File: config.mk
export PLATFORM = sky130hd
export DESIGN_NAME = wrr_port_scheduler
export DESIGN_NICKNAME = d
export VERILOG_FILES = /design/src/rtl/sram_ctl_pkg.sv /design/src/rtl/rr_pick.sv /design/src/rtl/wrr_port_scheduler.sv
export SDC_FILE = /design/constraint.sdc
export NUM_CORES = 1
export LEC_CHECK = 0
export ABC_AREA = 1
export CAP_MARGIN = 20
export CORE_MARGIN = 3
export CORE_UTILIZATION = 63
export DETAILED_ROUTE_END_ITERATION = 8
export PLACE_DENSITY = 0.92
export SLEW_MARGIN = 20
export SYNTH_ARGS = -nofsm -noshare
export SYNTH_HDL_FRONTEND = slang
export SYNTH_SLANG_ARGS = --single-unit
File: constraint.sdc
create_clock -name clk -period 37.3 [get_ports clk]
set_input_delay 5.595 -clock clk [delete_from_list [all_inputs] [get_ports clk]]
set_output_delay 5.595 -clock clk [all_outputs]
set_load 0.02 [all_outputs]
File: src/rtl/sram_ctl_pkg.sv
// Shared SRAM-controller definitions: arbiter FSM state encoding, select
// width and the SP/WRR mode encoding used by the write-path arbiters.
package sram_ctl_pkg;

  localparam int unsigned SEL_W = 4;

  typedef enum logic [1:0] {
    ST_IDLE = 2'd0,
    ST_ARB  = 2'd1,
    ST_XFER = 2'd2
  } state_e;

  localparam logic MODE_SP  = 1'b0;
  localparam logic MODE_WRR = 1'b1;

endpackage

File: src/rtl/rr_pick.sv
// Rotating first-one finder: returns the first set bit of req at or after
// ptr, scanning upward and wrapping from NUM_PORTS-1 to 0.
//   req   : request vector
//   ptr   : scan start index
//   found : at least one request set
//   idx   : index of the winning request (0 when none)
module rr_pick #(
  parameter int unsigned NUM_PORTS = 16,
  parameter int unsigned IDX_W     = (NUM_PORTS > 1) ? $clog2(NUM_PORTS) : 1
) (
  input  logic [NUM_PORTS-1:0] req,
  input  logic [IDX_W-1:0]     ptr,
  output logic                 found,
  output logic [IDX_W-1:0]     idx
);

  logic [IDX_W-1:0] cand;

  // Scan from farthest offset down so the nearest hit to ptr is kept last.
  always_comb begin
    found = 1'b0;
    idx   = '0;
    cand  = '0;
    for (int k = int'(NUM_PORTS) - 1; k >= 0; k--) begin
      cand = ptr + IDX_W'(k);
      if (req[cand]) begin
        found = 1'b1;
        idx   = cand;
      end
    end
  end

endmodule

File: src/rtl/wrr_port_scheduler.sv
// Packet-granular scheduler sharing the SRAM write path among NUM_PORTS
// ingress ports, in strict-priority or weighted round-robin mode. A grant
// is held from arbitration until the granted port's end-of-packet.
//   clk, rst_n  : clock, synchronous active-low reset
//   sp0_wrr1    : 0 = strict priority, 1 = weighted round-robin
//   ready       : per-port packet queued
//   eop         : per-port last beat this cycle
//   priority_in : per-port priority, PRI_W bits each
//   select      : granted port index (zero-extended)
//   transfering : grant active
//   grant_start : one-cycle pulse on first cycle of each grant
module wrr_port_scheduler
  import sram_ctl_pkg::*;
#(
  parameter int unsigned NUM_PORTS = 16,
  parameter int unsigned PRI_W     = 3,
  parameter int unsigned CRD_W     = 4
) (
  input  logic                       clk,
  input  logic                       rst_n,
  input  logic                       sp0_wrr1,
  input  logic [NUM_PORTS-1:0]       ready,
  input  logic [NUM_PORTS-1:0]       eop,
  input  logic [NUM_PORTS*PRI_W-1:0] priority_in,
  output logic [SEL_W-1:0]           select,
  output logic                       transfering,
  output logic                       grant_start
);

  localparam int unsigned IDX_W = (NUM_PORTS > 1) ? $clog2(NUM_PORTS) : 1;

  state_e           state;
  logic [IDX_W-1:0] ptr;
  logic [CRD_W-1:0] credit [NUM_PORTS];
  logic             grant_wrr;

  logic [PRI_W-1:0]     pri [NUM_PORTS];
  logic [NUM_PORTS-1:0] eligible_c;
  logic [NUM_PORTS-1:0] pick_req_c;
  logic                 reload_c;
  logic                 rr_found_c;
  logic [IDX_W-1:0]     rr_idx_c;
  logic [IDX_W-1:0]     sp_idx_c;
  logic [PRI_W-1:0]     sp_best_c;
  logic                 sp_found_c;
  logic                 arb_go_c;
  logic [IDX_W-1:0]     cur_idx_c;
  logic [CRD_W-1:0]     cred_dec_c;

  // Unpack per-port priorities.
  always_comb begin
    for (int i = 0; i < int'(NUM_PORTS); i++) begin
      pri[i] = priority_in[i*PRI_W +: PRI_W];
    end
  end

  // WRR eligibility; an exhausted round falls back to plain ready.
  always_comb begin
    for (int i = 0; i < int'(NUM_PORTS); i++) begin
      eligible_c[i] = ready[i] && (credit[i] != '0);
    end
    reload_c   = (eligible_c == '0);
    pick_req_c = reload_c ? ready : eligible_c;
  end

  rr_pick #(
    .NUM_PORTS (NUM_PORTS),
    .IDX_W     (IDX_W)
  ) u_rr_pick (
    .req   (pick_req_c),
    .ptr   (ptr),
    .found (rr_found_c),
    .idx   (rr_idx_c)
  );

  // SP max-search; strict '>' keeps the lowest index on ties.
  always_comb begin
    sp_found_c = 1'b0;
    sp_best_c  = '0;
    sp_idx_c   = '0;
    for (int i = 0; i < int'(NUM_PORTS); i++) begin
      if (ready[i] && (!sp_found_c || (pri[i] > sp_best_c))) begin
        sp_found_c = 1'b1;
        sp_best_c  = pri[i];
        sp_idx_c   = IDX_W'(i);
      end
    end
  end

  always_comb begin
    arb_go_c   = (sp0_wrr1 == MODE_WRR) ? rr_found_c : sp_found_c;
    cur_idx_c  = select[IDX_W-1:0];
    cred_dec_c = credit[cur_idx_c] - CRD_W'(1);
  end

  // Arbitration FSM with registered outputs and WRR credit/pointer state.
  always_ff @(posedge clk) begin
    if (!rst_n) begin
      state       <= ST_IDLE;
      select      <= '0;
      transfering <= 1'b0;
      grant_start <= 1'b0;
      grant_wrr   <= 1'b0;
      ptr         <= '0;
      for (int i = 0; i < int'(NUM_PORTS); i++) credit[i] <= '0;
    end else begin
      grant_start <= 1'b0;
      case (state)
        ST_IDLE: begin
          if (|ready) state <= ST_ARB;
        end
        ST_ARB: begin
          if (!arb_go_c) begin
            state <= ST_IDLE;
          end else begin
            state       <= ST_XFER;
            transfering <= 1'b1;
            grant_start <= 1'b1;
            grant_wrr   <= (sp0_wrr1 == MODE_WRR);
            if (sp0_wrr1 == MODE_WRR) begin
              select <= SEL_W'(rr_idx_c);
              if (reload_c) begin
                for (int i = 0; i < int'(NUM_PORTS); i++) begin
                  credit[i] <= CRD_W'(pri[i]) + CRD_W'(1);
                end
              end
            end else begin
              select <= SEL_W'(sp_idx_c);
            end
          end
        end
        ST_XFER: begin
          if (eop[cur_idx_c]) begin
            state       <= ST_IDLE;
            transfering <= 1'b0;
            // A port with credit left keeps its turn.
            if (grant_wrr) begin
              credit[cur_idx_c] <= cred_dec_c;
              ptr <= (cred_dec_c == '0) ? cur_idx_c + IDX_W'(1) : cur_idx_c;
            end
          end
        end
        default: state <= ST_IDLE;
      endcase
    end
  end

endmodule
==> reports/metrics.yaml <==
worst_pin_slew_ns: 1.06
path_clk_slew_ns: 0.06
slowest_stage: "clkdlybuf4s50_1"
crit_fanout: 10
slew_headroom_pct: 28.7
tns_ns: 0
vias_per_cell: 6.19
syn_to_final_growth_pct: 15.4
rows: 41
yosysTopAreaCell: "edfxtp_1"
root_buffer: "clkbuf_16"
clock_latency_ns: 0.34
drive_gt1_share_pct: 5.30
cts_tree: "done"
synth_enable_flop_cells: 64
dr.pass1.iters: 6
numCtsBuffers: 9
core_mm2: 0.0128
cts_resized: 0
rsz0062_at_grt: "false"
first_iter_violations: 928
hpwl_um: 19000
cp.arrival_ns: 23.18
gp_congestion: 0.987
place_ws_ns: 14.17
grt_max_degree: 49
vias: 9125
syn_area_per_cell_um2: 6.85
cp.required_ns: 37.48
power.density_mw_per_mm2: 51.3
ys_types: 47
timing.fmax_ghz: 0.0435
track_usage_pct: 34.4
rrSetupSlack_ns: 31.88
drt-wirelength-per-cell_um: 17.0
yosysSeqAreaShare_pct: 26.9
port_buffers: 88
hp-class: "flop to flop"
netlist_instances: 1226
finalWorstSetupSlack_ns: 14.29
drc: 0
crit_buf_inv: 15
antenna_found_initial: 0
skew_ns: 0.00838
synth_flop_cell: "edfxtp_1"
async_reset_ff_share_pct: 0
htree_levels: 3
finalCriticalPeriod_ns: 23.01
path_delay_family: "compound AO/OA/AOI/OAI gates"
cpPeakStageDelay_ns: 0.60
die_height_um: 121
ant_nets: 0
overflow: 0
drv_cap: 0
io_pins: 89
p_leak_nw: 4.36
cts_setup_buffers: 0
dieArea_mm2: 0.0148
synth_warnings: 0
die-width_um: 121
cpMostUsedCell: "nand2_1"
setup_viol: 0
start_kind: "primary input"
ir_drop_mv: 0.0600
syn_nets: 1375
clock_path_buffers: 2
fin_nets: 1446
crit_type: "primary input to flop"
hold_viol: 0
ys_ff_latch: 81
synth_area_leaders: "edfxtp_1 (23%), nand2_1 (14%), o21ai_0 (11%)"
period_share_pct: 61.7
start_util_pct: 65.5
end_kind: "flop"
syn_area_mm2: 0.00840
clkSinkCount: 81
outcome: "finished clean"
grt_pass1_vias: 8447
antenna_cells: 0
maxSlewViolCount: 0
routed_wl_um: 25100
cts_hold_buf: 0
yosysTopAreaCellShare_pct: 22.9
grt_pass1_wl_um: 40700
-- final cells by class --
class / instances / area (um2)
Clock buffer: 10 / 229
Multi-Input combinational cell: 966 / 5470
Tap cell: 172 / 215
Fill cell: 965 / 3130
Clock inverter: 6 / 43.8
Sequential cell: 81 / 2260
Inverter: 144 / 541
Timing Repair Buffer: 95 / 933
-- cells in the final DEF (no fill, tap or decap), types with 4 or more instances in the layout --
cell / netlist / routed
mux2i_1: 21 / 21
o41ai_1: 13 / 13
xnor2_1: 9 / 9
nand2_4: 16 / 16
nand4_1: 19 / 19
nand2_1: 306 / 306
edfxtp_1: 64 / 64
xor2_1: 10 / 10
or2_2: 5 / 5
clkbuf_16: 0 / 9
dfxtp_1: 17 / 17
clkinv_1: 3 / 4
ha_1: 66 / 66
nand2_2: 9 / 9
o211ai_1: 11 / 11
a31oi_1: 4 / 4
buf_4: 0 / 7
o21ai_1: 7 / 7
nor2_1: 54 / 54
nand3_1: 72 / 72
nor3_1: 6 / 5
inv_1: 139 / 139
o21ai_0: 177 / 177
a21boi_0: 5 / 5
o221ai_1: 6 / 6
nand3_2: 9 / 9
a21oi_1: 93 / 93
o22ai_1: 25 / 25
clkdlybuf4s50_1: 0 / 88
-- report_power, final --
| part | internal (mW) | switching, mW | total (mW) |
|---|---|---|---|
| registers | 0.103 | 0.00693 | 0.110 |
| logic | 0.106 | 0.200 | 0.306 |
| clock network | 0.0452 | 0.0361 | 0.0813 |
| total | 0.255 | 0.243 | 0.497 |
-- worst min-delay path: cells and delay by family (launching register included) --
kind	cells	cell delay (ns)
DFF	1	0.31
and+or+nand+nor	1	0.06
AOI/OAI and AO/OA	1	0.06
-- flip-flops by register name, indices dropped and copies added (netlist names), named ones only --
register	cells
ptr	4
grant_start	1
grant_wrr	1
credit	64
select	4
state	2
transfering	1
-- through the flow --
step | hold WS, ns | area (um2) | instances | power [mW] | utilization [%]
after CTS | 0.472 | 9700 | 1474 | 0.490 | 75.6
after detailed placement | 0.464 | 9420 | 1458 | 0.409 | 73.5
final | 0.472 | 9700 | 1474 | 0.497 | 75.6
after global placement | 0.454 | 9420 | 1458 | 0.399 | 73.5
after floorplan | 0.441 | 8400 | 1226 | 0.332 | -
after global routing | 0.485 | 9700 | 1474 | 0.540 | 75.6
-- synthesized netlist by cell type (all sizes together) (4+ instances only) --
cell type  count
or2            7
nand2        331
a31oi          4
nand3         81
nor2          55
dfxtp         17
a21boi         5
o41ai         13
inv          141
o22ai         25
nand4         19
nor3           7
clkbuf        32
ha            66
o221ai         6
o211ai        11
a21oi         94
edfxtp        64
mux2i         21
xnor2          9
o21ai        186
xor2          10
-- layer usage --
layer	wire length [um]	up-vias	track usage, %
met5	0	-	0
met4	976	0	15.3
met3	2550	111	5.92
met2	11700	526	56.4
met1	9920	4096	44.3
li1	-	4392	-
-- worst paths after layout --
check	from	end	cells after the start
max	ready[0]	flop	134
min	transfering	transfering	2
max reg2reg	credit[0][1]	flop	32
min reg2reg	transfering	transfering	2
-- cell families after synthesis --
kind of cell / synth area share (%)
AOI/OAI and AO/OA: 23.4
buffers and inverters: 8.01
muxes: 2.50
xor gates and xnor gates: 1.98
DFF: 26.9
adders and majority gates: 9.83
and+or+nand+nor: 27.4
No activity file was read; power rests on OpenSTA's default activity.
